**config.mk**
```make
export PLATFORM = sky130hd
export DESIGN_NAME = wb_pattern_master
export DESIGN_NICKNAME = d
export VERILOG_FILES = /design/src/rtl/wb_pattern_master.sv
export SDC_FILE = /design/constraint.sdc
export NUM_CORES = 1
export LEC_CHECK = 0
export ABC_AREA = 1
export CAP_MARGIN = 10
export CORE_MARGIN = 1
export CORE_UTILIZATION = 53
export CTS_CLUSTER_SIZE = 10
export DETAILED_ROUTE_END_ITERATION = 8
export PLACE_DENSITY_LB_ADDON = 0.25
export SETUP_SLACK_MARGIN = 0.4
export SLEW_MARGIN = 5
export SYNTH_ARGS = -nofsm -noshare
export SYNTH_HDL_FRONTEND = slang
export SYNTH_SLANG_ARGS = --single-unit
export TNS_END_PERCENT = 30
```
**constraint.sdc**
```tcl
create_clock -name clk -period 3.59 [get_ports clk]
set_input_delay 0.5385 -clock clk [delete_from_list [all_inputs] [get_ports clk]]
set_output_delay 0.5385 -clock clk [all_outputs]
set_load 0.01 [all_outputs]
```
**src/rtl/wb_pattern_master.sv**
```systemverilog
// Wishbone classic master: writes SEED+i over NWORDS words from BASE, reads back, counts mismatches.
// Latency: each transfer is its ack cycle plus one idle gap, so done arrives 4*NWORDS+1 cycles after start at the earliest.
// Backpressure: bus outputs hold until wb_ack_i; a transfer is abandoned after TIMEOUT unacked strobe cycles.
module wb_pattern_master #(
  parameter int unsigned   AW      = 16,
  parameter int unsigned   DW      = 16,
  parameter logic [AW-1:0] BASE    = '0,
  parameter int unsigned   NWORDS  = 16,
  parameter logic [DW-1:0] SEED    = 16'hA5A0,
  parameter int unsigned   TIMEOUT = 255
) (
  input  logic          clk,
  input  logic          rst,
  input  logic          start,
  output logic          wb_cyc_o,
  output logic          wb_stb_o,
  output logic          wb_we_o,
  output logic [AW-1:0] wb_adr_o,
  output logic [DW-1:0] wb_dat_o,
  input  logic [DW-1:0] wb_dat_i,
  input  logic          wb_ack_i,
  output logic          busy,
  output logic          done,
  output logic          pass,
  output logic          timeout,
  output logic [15:0]   err_count,
  output logic [AW-1:0] fail_adr
);

  localparam logic [AW-1:0] LAST = AW'(NWORDS - 1);
  localparam logic [15:0]   TLIM = 16'(TIMEOUT - 1);

  typedef enum logic [2:0] {S_IDLE, S_WR, S_WGAP, S_RD, S_RGAP, S_DONE} state_t;

  state_t        state;
  logic [AW-1:0] idx;
  logic [AW-1:0] idx_inc;
  logic [AW-1:0] adr_nxt;
  logic [DW-1:0] pat;
  logic [DW-1:0] pat_nxt;
  logic [15:0]   tcnt;

  // Address arithmetic wraps naturally at 2^AW, pattern at 2^DW.
  assign idx_inc = idx + AW'(1);
  assign adr_nxt = BASE + idx_inc;
  assign pat     = SEED + DW'(idx);
  assign pat_nxt = SEED + DW'(idx_inc);

  always_ff @(posedge clk) begin
    if (rst) begin
      state     <= S_IDLE;
      idx       <= '0;
      tcnt      <= '0;
      wb_cyc_o  <= 1'b0;
      wb_stb_o  <= 1'b0;
      wb_we_o   <= 1'b0;
      wb_adr_o  <= '0;
      wb_dat_o  <= '0;
      busy      <= 1'b0;
      done      <= 1'b0;
      pass      <= 1'b0;
      timeout   <= 1'b0;
      err_count <= '0;
      fail_adr  <= '0;
    end else begin
      case (state)
        S_IDLE, S_DONE: begin
          if (start) begin
            err_count <= '0;
            fail_adr  <= '0;
            timeout   <= 1'b0;
            done      <= 1'b0;
            pass      <= 1'b0;
            busy      <= 1'b1;
            idx       <= '0;
            tcnt      <= '0;
            wb_cyc_o  <= 1'b1;
            wb_stb_o  <= 1'b1;
            wb_we_o   <= 1'b1;
            wb_adr_o  <= BASE;
            wb_dat_o  <= SEED;
            state     <= S_WR;
          end
        end
        S_WR, S_RD: begin
          if (wb_ack_i) begin
            wb_cyc_o <= 1'b0;
            wb_stb_o <= 1'b0;
            wb_we_o  <= 1'b0;
            wb_adr_o <= '0;
            wb_dat_o <= '0;
            state    <= (state == S_WR) ? S_WGAP : S_RGAP;
            if (state == S_RD && wb_dat_i != pat) begin
              if (err_count != 16'hFFFF) err_count <= err_count + 16'd1;
              if (err_count == 16'd0) fail_adr <= wb_adr_o;
            end
          end else if (tcnt == TLIM) begin
            wb_cyc_o <= 1'b0;
            wb_stb_o <= 1'b0;
            wb_we_o  <= 1'b0;
            wb_adr_o <= '0;
            wb_dat_o <= '0;
            timeout  <= 1'b1;
            busy     <= 1'b0;
            done     <= 1'b1;
            pass     <= 1'b0;
            state    <= S_DONE;
          end else begin
            tcnt <= tcnt + 16'd1;
          end
        end
        S_WGAP: begin
          tcnt     <= '0;
          wb_cyc_o <= 1'b1;
          wb_stb_o <= 1'b1;
          if (idx == LAST) begin
            idx      <= '0;
            wb_we_o  <= 1'b0;
            wb_adr_o <= BASE;
            wb_dat_o <= '0;
            state    <= S_RD;
          end else begin
            idx      <= idx_inc;
            wb_we_o  <= 1'b1;
            wb_adr_o <= adr_nxt;
            wb_dat_o <= pat_nxt;
            state    <= S_WR;
          end
        end
        S_RGAP: begin
          if (idx == LAST) begin
            busy  <= 1'b0;
            done  <= 1'b1;
            pass  <= (err_count == 16'd0) && !timeout;
            state <= S_DONE;
          end else begin
            idx      <= idx_inc;
            tcnt     <= '0;
            wb_cyc_o <= 1'b1;
            wb_stb_o <= 1'b1;
            wb_we_o  <= 1'b0;
            wb_adr_o <= adr_nxt;
            wb_dat_o <= '0;
            state    <= S_RD;
          end
        end
        default: state <= S_IDLE;
      endcase
    end
  end

endmodule

```
==> impl_table.tex, run 1 <==
\begin{tabular}{lr}
\hline
Metric & Value \\
\hline
\multicolumn{2}{l}{\textbf{Run status}} \\
\quad Outcome & completed \\
\multicolumn{2}{l}{\textbf{Clock network}} \\
\quad CTS Hold Bufs & 0 \\
\quad Maximum level of the CTS H-tree & 3 \\
\quad Post-CTS Setup Inserts & 0 \\
\quad Clock root buffer master & sky130\_fd\_sc\_hd\_\_clkbuf\_16 \\
\quad Maximum buffer depth of the clock tree & 2 \\
\quad Clock sink count & 105 \\
\quad CTS clock-pin slew for the worst setup and hold paths & 80 ps \\
\quad Post-cts repair resize count & 0 \\
\quad Worst-skew pair later-pin latency & 360 ps \\
\quad CTS tree & done \\
\quad Clock buffers created by TritonCTS & 9 \\
\multicolumn{2}{l}{\textbf{Timing}} \\
\quad Portion of the clock cycle consumed by the worst path in the final layout & 0.716 \\
\quad Worst hold slack & 467 ps \\
\quad Setup repair after global routing missed its margin & no \\
\quad Final Slew Violations & 0 \\
\quad Number of failing setup endpoints in the final timing report & 0 \\
\quad Worst-margin pin slew & 605 ps \\
\quad Clock Skews & 13.6 ps \\
\quad Worst path setup slack after routing & 1020 ps \\
\quad Hold Vio Cnt, Final & 0 \\
\quad Timing-limited maximum frequency & 389 MHz \\
\quad Final period demand of the worst path & 2570 ps \\
\quad Aggregate negative setup slack & 0 ps \\
\quad Relative slew slack & 0.594 \\
\multicolumn{2}{l}{\textbf{Critical path}} \\
\quad Worst path depth & 13 \\
\quad Timing startpoint of the critical path & idx[5]\$\_SDFFE\_PP0P\_ \\
\quad Crit path arrival time & 2830 ps \\
\quad Worst path buffer plus inverter count & 2 \\
\quad Worst-case reg-to-reg path depth & 13 \\
\quad Kind of critical path & reg2reg \\
\quad CP dominant cell by count & sky130\_fd\_sc\_hd\_\_nand2\_1 \\
\quad Slowest stage cell, crit path & sky130\_fd\_sc\_hd\_\_dfxtp\_1 \\
\quad Capture point of the worst reg-to-reg path & err\_count[3]\$\_SDFFE\_PP0P\_ \\
\quad Startpoint kind of the worst setup timing path & register \\
\quad Delay of the slowest critical-path stage & 550 ps \\
\quad Type of destination of the critical path & register \\
\quad Largest fanout on the critical path & 16 \\
\quad Kind of cell adding the most delay to the critical path & simple AND/OR/NAND/NOR gates \\
\quad Cell-by-cell listing of the critical path & ha\_1, inv\_1, nand2\_1, nand2\_1, nand2\_1, xor2\_1, nand2\_1, nor2\_1, nand3\_2, nand3\_2, nand2\_1, inv\_1, nor2\_1 \\
\quad Crit path required time & 3850 ps \\
\quad Reg-to-reg startpoint & idx[5]\$\_SDFFE\_PP0P\_ \\
\quad R2R setup slack & 1020 ps \\
\quad CP Capture Point & err\_count[3]\$\_SDFFE\_PP0P\_ \\
\multicolumn{2}{l}{\textbf{Synth}} \\
\quad Area fraction of the dominant cell type after synthesis & 0.341 \\
\quad Post-Synthesis Cells & 974 \\
\quad Most common library cells after synthesis & sky130\_fd\_sc\_hd\_\_nand2\_1 (282), sky130\_fd\_sc\_hd\_\_inv\_1 (125), sky130\_fd\_sc\_hd\_\_nor2\_1 (110), sky130\_fd\_sc\_hd\_\_dfxtp\_1 (105), sky130\_fd\_sc\_hd\_\_a21oi\_1 (76) \\
\quad Most frequent cell after synthesis & sky130\_fd\_sc\_hd\_\_nand2\_1 \\
\quad Distinct cell type count of the synthesized netlist & 38 \\
\quad Syn. warnings & 0 \\
\quad Number of synthesized flops with an enable pin & 0 \\
\quad Synthesized area per cell & 6.33 um\^{}2 \\
\quad Fraction of the yosys area taken by sequential cells & 0.341 \\
\quad Primary FF master, synth & sky130\_fd\_sc\_hd\_\_dfxtp\_1 \\
\quad Mapped Area & 6160 um\^{}2 \\
\quad Synthesized net count & 1001 \\
\quad Total of flip-flops plus latches after synthesis & 105 \\
\quad Asr flop ratio synth & 0 \\
\quad Synth top area cells & sky130\_fd\_sc\_hd\_\_dfxtp\_1 (34\%), sky130\_fd\_sc\_hd\_\_nand2\_1 (17\%), sky130\_fd\_sc\_hd\_\_inv\_1 (7.6\%) \\
\quad Cell taking the most area after synthesis & sky130\_fd\_sc\_hd\_\_dfxtp\_1 \\
\multicolumn{2}{l}{\textbf{Final layout}} \\
\quad Fill cells & 1075 \\
\quad Post-synthesis to final-layout area growth & 20.2\% \\
\quad Final net count & 1071 \\
\quad Final core utilization & 0.652 \\
\quad Count of inserted antenna diode cells & 0 \\
\quad Share of post-route cells with drive strength above 1 & 0.0505 \\
\multicolumn{2}{l}{\textbf{Floorplanning}} \\
\quad Height of the die & 110 um \\
\quad Chip width & 110 um \\
\quad I/O pin total & 91 \\
\quad Area of the die & 12100 um\^{}2 \\
\quad Effective utilization at floorplan & 0.542 \\
\quad Placement Rows & 39 \\
\quad Placeable core region & 11400 um\^{}2 \\
\multicolumn{2}{l}{\textbf{Route}} \\
\quad DR top layer & met4 \\
\quad First-pass DRT Iterations & 6 \\
\quad Average wire per standard cell & 13.8 um \\
\quad Iteration-0 DRC count of the detailed router & 348 \\
\quad Routed length on met1 & 7.34 mm \\
\quad Wire length after detailed routing & 16.4 mm \\
\quad DR WL met2 & 8.02 mm \\
\quad Met3 wire len & 620 um \\
\quad Overall via count from detail\_route & 6316 \\
\quad Count of nets left with antenna violations after detail routing & 0 \\
\quad DRC viols & 0 \\
\quad Via density per instance & 5.30 \\
\multicolumn{2}{l}{\textbf{Placement}} \\
\quad Post-place setup slack & 918 ps \\
\quad DP HPWL & 12.1 mm \\
\quad Routability cong. & 0.914 \\
\quad Buffers added on ports & 90 \\
\multicolumn{2}{l}{\textbf{Power}} \\
\quad P\_sw & 1.30 mW \\
\quad Pwr dens & 478 nW/um\^{}2 \\
\quad PnR Total Power & 3.54 mW \\
\quad Part of the total power dissipated in combinational logic & 0.311 \\
\quad Net switching fraction of the power & 0.366 \\
\quad Total leakage power & 3.16 nW \\
\quad Clk pwr share & 0.287 \\
\quad Register share of total power & 0.402 \\
\quad Largest vdd supply drop & 331 uV \\
\quad Internal Pwr Total & 2.25 mW \\
\multicolumn{2}{l}{\textbf{Worst hold path}} \\
\quad Hold Path Class & reg2reg \\
\multicolumn{2}{l}{\textbf{Global route}} \\
\quad Number of antenna violations at the first check in global routing & 0 \\
\quad Maximum number of pins on one net before global-route repair & 55 \\
\quad Leftover overflow at the end of global routing & 0 \\
\quad Global-route wire length before repair & 26.7 mm \\
\quad Tot GR Track Use & 0.283 \\
\quad Number of global-route vias before repair & 5702 \\
\multicolumn{2}{l}{\textbf{Run}} \\
\quad Max Cap Viol & 0 \\
\hline
\end{tabular}
worst min-delay path, stage by stage (launching register included):
cell and delay, ps:
sky130_fd_sc_hd__dfxtp_1 320, sky130_fd_sc_hd__nand2_1 60, sky130_fd_sc_hd__a21oi_1 50
per-stage QoR:
stage                     cell area, um^2  std cells
final                                7410       1192
after floorplan                      6160        974
after global routing                 7410       1192
after CTS                            7410       1192
after detailed placement             7110       1176
after global placement               7110       1176
sequential cells by signal, summed over array words and instances (netlist names), 3 cells and up:
name,count
state,3
err_count,16
wb_dat_o,16
tcnt,16
wb_adr_o,16
fail_adr,16
idx,16
cells by family after synthesis:
logic type / synth area share
AND/OR/NAND/NOR: 0.390
AO/OA/AOI/OAI: 0.102
XOR/XNOR: 0.0369
flip-flops: 0.341
adder cells (fa/ha/maj): 0.0142
buffers and inverters: 0.115
how the worst min path moves through the flow:
stage / start / end / slack (ps) / cells after the start
after floorplan: tcnt[13]$_SDFFE_PP0P_ / tcnt[13]$_SDFFE_PP0P_ / 460 / 2
after global placement: wb_dat_o[9]$_SDFFE_PP0P_ / wb_dat_o[9]$_SDFFE_PP0P_ / 450 / 2
after detailed placement: wb_dat_o[1]$_SDFFE_PP0P_ / wb_dat_o[1]$_SDFFE_PP0P_ / 460 / 2
after CTS: wb_dat_o[9]$_SDFFE_PP0P_ / wb_dat_o[9]$_SDFFE_PP0P_ / 470 / 2
after global routing: wb_dat_o[1]$_SDFFE_PP0P_ / wb_dat_o[1]$_SDFFE_PP0P_ / 490 / 2
final: wb_dat_o[9]$_SDFFE_PP0P_ / wb_dat_o[9]$_SDFFE_PP0P_ / 470 / 2
layout make-up:
cell class,instances,area (um^2),share of cell area
clock buffer,9,225,0.0304
clock inverter,7,81.3,0.0110
inverter,131,494,0.0667
multi-input combinational,697,3360,0.453
sequential,105,2100,0.284
tap,143,179,0.0241
timing repair buffer,100,971,0.131
layer usage:
layer,up-vias,track usage
met3,40,0.0456
met1,2862,0.353
met2,152,0.479
li1,3262,-
met5,-,0
met4,0,0.128
power by group through the flow:
stage / registers [mW] / clock network [mW] / logic (mW)
after detailed placement: 1.45 / 0 / 1.09
final: 1.43 / 1.01 / 1.10
after global placement: 1.45 / 0 / 1.08
after global routing: 1.44 / 1.07 / 1.24
after floorplan: 1.47 / 0 / 0.673
after CTS: 1.42 / 1.03 / 1.10
cells in the final DEF, fill, tap and decap left out, types with 8 or more instances in the layout:
| cell type | Yosys | final |
|---|---|---|
| sky130_fd_sc_hd__a21oi_1 | 76 | 76 |
| sky130_fd_sc_hd__o21ai_0 | 28 | 28 |
| sky130_fd_sc_hd__xor2_1 | 20 | 20 |
| sky130_fd_sc_hd__buf_4 | 4 | 10 |
| sky130_fd_sc_hd__nand4_1 | 49 | 49 |
| sky130_fd_sc_hd__nand2_1 | 282 | 282 |
| sky130_fd_sc_hd__nor2_1 | 110 | 110 |
| sky130_fd_sc_hd__o21ai_1 | 8 | 8 |
| sky130_fd_sc_hd__inv_1 | 125 | 125 |
| sky130_fd_sc_hd__clkbuf_16 | 0 | 9 |
| sky130_fd_sc_hd__dfxtp_1 | 105 | 105 |
| sky130_fd_sc_hd__nor3_1 | 8 | 8 |
| sky130_fd_sc_hd__clkdlybuf4s50_1 | 0 | 89 |
| sky130_fd_sc_hd__nand3_1 | 63 | 63 |
No activity file was read; power rests on OpenSTA's default activity.
==> inputs of run 2 (changes only) <==
==> constraint.sdc (replaced) <==
create_clock -name clk -period 2.6 [get_ports clk]
set_input_delay 0.39 -clock clk [delete_from_list [all_inputs] [get_ports clk]]
set_output_delay 0.39 -clock clk [all_outputs]
set_load 0.01 [all_outputs]
==> impl_table.tex, run 2 (same netlist as run 1, synthesis figures left out) <==
\begin{tabular}{lr}
\hline
Metric & Value \\
\hline
\multicolumn{2}{l}{\textbf{Final layout}} \\
\quad Fill cells & 990 (was 1075) \\
\quad Area used by multi-input combinational logic & 3530 um\^{}2 (was 3360 um\^{}2) \\
\quad Final net count & 1104 (was 1071) \\
\quad Commonest cells after routing, fill and taps aside & sky130\_fd\_sc\_hd\_\_nand2\_1 (278), sky130\_fd\_sc\_hd\_\_inv\_1 (120), sky130\_fd\_sc\_hd\_\_nor2\_1 (102) (was sky130\_fd\_sc\_hd\_\_nand2\_1 (282), sky130\_fd\_sc\_hd\_\_inv\_1 (125), sky130\_fd\_sc\_hd\_\_nor2\_1 (110)) \\
\quad Reg area & 2120 um\^{}2 (was 2100 um\^{}2) \\
\quad Count of inserted antenna diode cells & 0 (unchanged) \\
\quad Share of post-route cells with drive strength above 1 & 0.111 (was 0.0505) \\
\quad Most frequent standard cell in the layout excluding fill and tap cells & sky130\_fd\_sc\_hd\_\_nand2\_1 (unchanged) \\
\quad Post-synthesis to final-layout area growth & 28.8\% (was 20.2\%) \\
\multicolumn{2}{l}{\textbf{Power}} \\
\quad Register share of total power & 0.388 (was 0.402) \\
\quad Clk pwr share & 0.281 (was 0.287) \\
\quad Part of the total power dissipated in combinational logic & 0.331 (was 0.311) \\
\quad Internal Pwr Total & 3.30 mW (was 2.25 mW) \\
\quad Net switching fraction of the power & 0.354 (was 0.366) \\
\quad Largest vdd supply drop & 535 uV (was 331 uV) \\
\quad PnR Total Power & 5.10 mW (was 3.54 mW) \\
\quad Total leakage power & 3.38 nW (was 3.16 nW) \\
\quad P\_sw & 1.81 mW (was 1.30 mW) \\
\quad Pwr dens & 643 nW/um\^{}2 (was 478 nW/um\^{}2) \\
\multicolumn{2}{l}{\textbf{Route}} \\
\quad Count of nets left with antenna violations after detail routing & 0 (unchanged) \\
\quad DRC viols & 0 (unchanged) \\
\quad Iteration-0 DRC count of the detailed router & 647 (was 348) \\
\quad Overall via count from detail\_route & 6629 (was 6316) \\
\quad Via density per instance & 5.41 (was 5.30) \\
\quad Wire length after detailed routing & 17.9 mm (was 16.4 mm) \\
\quad Average wire per standard cell & 14.6 um (was 13.8 um) \\
\quad First-pass DRT Iterations & 5 (was 6) \\
\multicolumn{2}{l}{\textbf{Timing}} \\
\quad Portion of the clock cycle consumed by the worst path in the final layout & 0.815 (was 0.716) \\
\quad Worst path setup slack after routing & 481 ps (was 1020 ps) \\
\quad Final period demand of the worst path & 2120 ps (was 2570 ps) \\
\quad Setup repair after global routing missed its margin & yes (was no) \\
\quad Number of failing setup endpoints in the final timing report & 0 (unchanged) \\
\quad Clock Skews & 9.91 ps (was 13.6 ps) \\
\quad Worst-margin pin slew & 622 ps (was 605 ps) \\
\quad Relative slew slack & 0.584 (was 0.594) \\
\quad Hold Vio Cnt, Final & 0 (unchanged) \\
\quad Aggregate negative setup slack & 0 ps (unchanged) \\
\quad Timing-limited maximum frequency & 472 MHz (was 389 MHz) \\
\quad Final Slew Violations & 0 (unchanged) \\
\multicolumn{2}{l}{\textbf{Floorplanning}} \\
\quad Placement Rows & 39 (unchanged) \\
\quad Placeable core region & 11400 um\^{}2 (unchanged) \\
\quad Chip width & 110 um (unchanged) \\
\quad Effective utilization at floorplan & 0.542 (unchanged) \\
\quad I/O pin total & 91 (unchanged) \\
\quad Area of the die & 12100 um\^{}2 (unchanged) \\
\quad Height of the die & 110 um (unchanged) \\
\multicolumn{2}{l}{\textbf{Placement}} \\
\quad Routability cong. & 0.951 (was 0.914) \\
\quad Buffers added on ports & 90 (unchanged) \\
\quad DP HPWL & 12.4 mm (was 12.1 mm) \\
\quad Post-place setup slack & 109 ps (was 918 ps) \\
\multicolumn{2}{l}{\textbf{Clock network}} \\
\quad Maximum level of the CTS H-tree & 3 (unchanged) \\
\quad Clock buffers created by TritonCTS & 9 (unchanged) \\
\quad CTS clock-pin slew for the worst setup and hold paths & 70 ps (was 80 ps) \\
\quad Clock root buffer master & sky130\_fd\_sc\_hd\_\_clkbuf\_16 (unchanged) \\
\quad Worst-skew pair later-pin latency & 360 ps (about the same) \\
\quad Clock sink count & 105 (unchanged) \\
\quad CTS tree & done (unchanged) \\
\quad Maximum buffer depth of the clock tree & 2 (unchanged) \\
\multicolumn{2}{l}{\textbf{Critical path}} \\
\quad Largest fanout on the critical path & 9 (was 16) \\
\quad Reg-to-reg startpoint & idx[0]\$\_SDFFE\_PP0P\_ (was idx[5]\$\_SDFFE\_PP0P\_) \\
\quad Crit path arrival time & 2340 ps (was 2830 ps) \\
\quad R2R setup slack & 480 ps (was 1020 ps) \\
\quad Kind of critical path & reg2reg (unchanged) \\
\quad Type of destination of the critical path & register (unchanged) \\
\quad Crit path required time & 2820 ps (was 3850 ps) \\
\quad Startpoint kind of the worst setup timing path & register (unchanged) \\
\quad Capture point of the worst reg-to-reg path & wb\_dat\_o[8]\$\_SDFFE\_PP0P\_ (was err\_count[3]\$\_SDFFE\_PP0P\_) \\
\quad Worst-case reg-to-reg path depth & 12 (was 13) \\
\multicolumn{2}{l}{\textbf{Global route}} \\
\quad Leftover overflow at the end of global routing & 0 (unchanged) \\
\quad Tot GR Track Use & 0.293 (was 0.283) \\
\quad Maximum number of pins on one net before global-route repair & 55 (unchanged) \\
\quad Global-route wire length before repair & 27.5 mm (was 26.7 mm) \\
\quad Number of global-route vias before repair & 5818 (was 5702) \\
\quad Number of antenna violations at the first check in global routing & 0 (unchanged) \\
\multicolumn{2}{l}{\textbf{Worst hold path}} \\
\quad HP Start & wb\_dat\_o[9]\$\_SDFFE\_PP0P\_ (unchanged) \\
\quad Number of instances on the worst hold path & 2 (unchanged) \\
\quad Hold Path Class & reg2reg (unchanged) \\
\quad Endpoint, Worst Hold & wb\_dat\_o[9]\$\_SDFFE\_PP0P\_ (unchanged) \\
\multicolumn{2}{l}{\textbf{Run}} \\
\quad Max Cap Viol & 0 (unchanged) \\
\multicolumn{2}{l}{\textbf{Run status}} \\
\quad Outcome & completed (unchanged) \\
\hline
\end{tabular}
[run 2: worst max path at each step]
stage	startpoint	end	slack, ps	depth (start not counted)
2_1_floorplan	idx[0]$_SDFFE_PP0P_	wb_dat_o[15]$_SDFFE_PP0P_	640	15
3_3_place_gp	wb_ack_i	tcnt[1]$_SDFFE_PP0P_	180	9
3_5_place_dp	wb_ack_i	wb_dat_o[15]$_SDFFE_PP0P_	110	9
4_1_cts	idx[0]$_SDFFE_PP0P_	wb_dat_o[15]$_SDFFE_PP0P_	380	15
5_1_grt	state[2]$_SDFFE_PP0P_	tcnt[8]$_SDFFE_PP0P_	320	13
6_report	idx[0]$_SDFFE_PP0P_	wb_dat_o[8]$_SDFFE_PP0P_	480	12
[run 2: per-stage QoR]
| step | area, um^2 | utilization | hold slack (ps) | std cells |
|---|---|---|---|---|
| floorplan | 6160 | - | 457 | 974 |
| global placement | 7220 | 0.635 | 455 | 1188 |
| detailed placement | 7220 | 0.635 | 457 | 1188 |
| CTS | 7580 | 0.666 | 467 | 1206 |
| global route | 7940 | 0.698 | 482 | 1225 |
| finish | 7940 | 0.698 | 462 | 1225 |
[run 2: power by group through the flow]
stage               Clock (mW)  Combinational [mW]  Sequential (mW)
floorplan                    0               0.929             2.02
global placement             0                1.53             2.00
detailed placement           0                1.54             2.00
CTS                       1.45                1.58             1.97
global route              1.51                1.89             2.00
finish                    1.44                1.69             1.98
[run 2: layout make-up]
cell class                      instances  share of cell area
Timing Repair Buffer                  130               0.163
Clock buffer                           10              0.0301
Multi-Input combinational cell        700               0.445
Tap cell                              143              0.0225
Sequential cell                       105               0.267
Clock inverter                          6             0.00883
Inverter                              131              0.0630
[run 2: worst max-delay path: stages, from the launching register on]
cell                      delay, ps
sky130_fd_sc_hd__dfxtp_4        390
sky130_fd_sc_hd__ha_4           140
sky130_fd_sc_hd__nand2_2         90
sky130_fd_sc_hd__nor2_8         150
sky130_fd_sc_hd__nand3_2        100
sky130_fd_sc_hd__nor3_4         260
sky130_fd_sc_hd__buf_4          160
sky130_fd_sc_hd__nor2_2          40
sky130_fd_sc_hd__buf_4          170
sky130_fd_sc_hd__nor2_2         150
sky130_fd_sc_hd__inv_1           70
sky130_fd_sc_hd__o21ai_0        150
sky130_fd_sc_hd__a21oi_1        110
[run 2: metal layers]
| layer | up-vias | share of wire | wire (um) | global-route usage |
|---|---|---|---|---|
| li1 | 3332 | - | - | - |
| met1 | 3014 | 0.41 | 7310 | 0.354 |
| met2 | 241 | 0.51 | 9150 | 0.520 |
| met3 | 42 | 0.054 | 966 | 0.0427 |
| met4 | 0 | 0.025 | 455 | 0.113 |
| met5 | - | 0 | 0 | 0 |
[run 2: what timing repair did]
| action | in CTS | in global routing |
|---|---|---|
| endpoints found under the setup margin | 64 | 91 |
| buffers inserted | 2 | 14 |
| pin swaps | 1 | 11 |
| hold buffers | 0 | 0 |
| hold endpoints to repair | 0 | 0 |
| resized for setup | 8 | 46 |
| cloned | 0 | 5 |
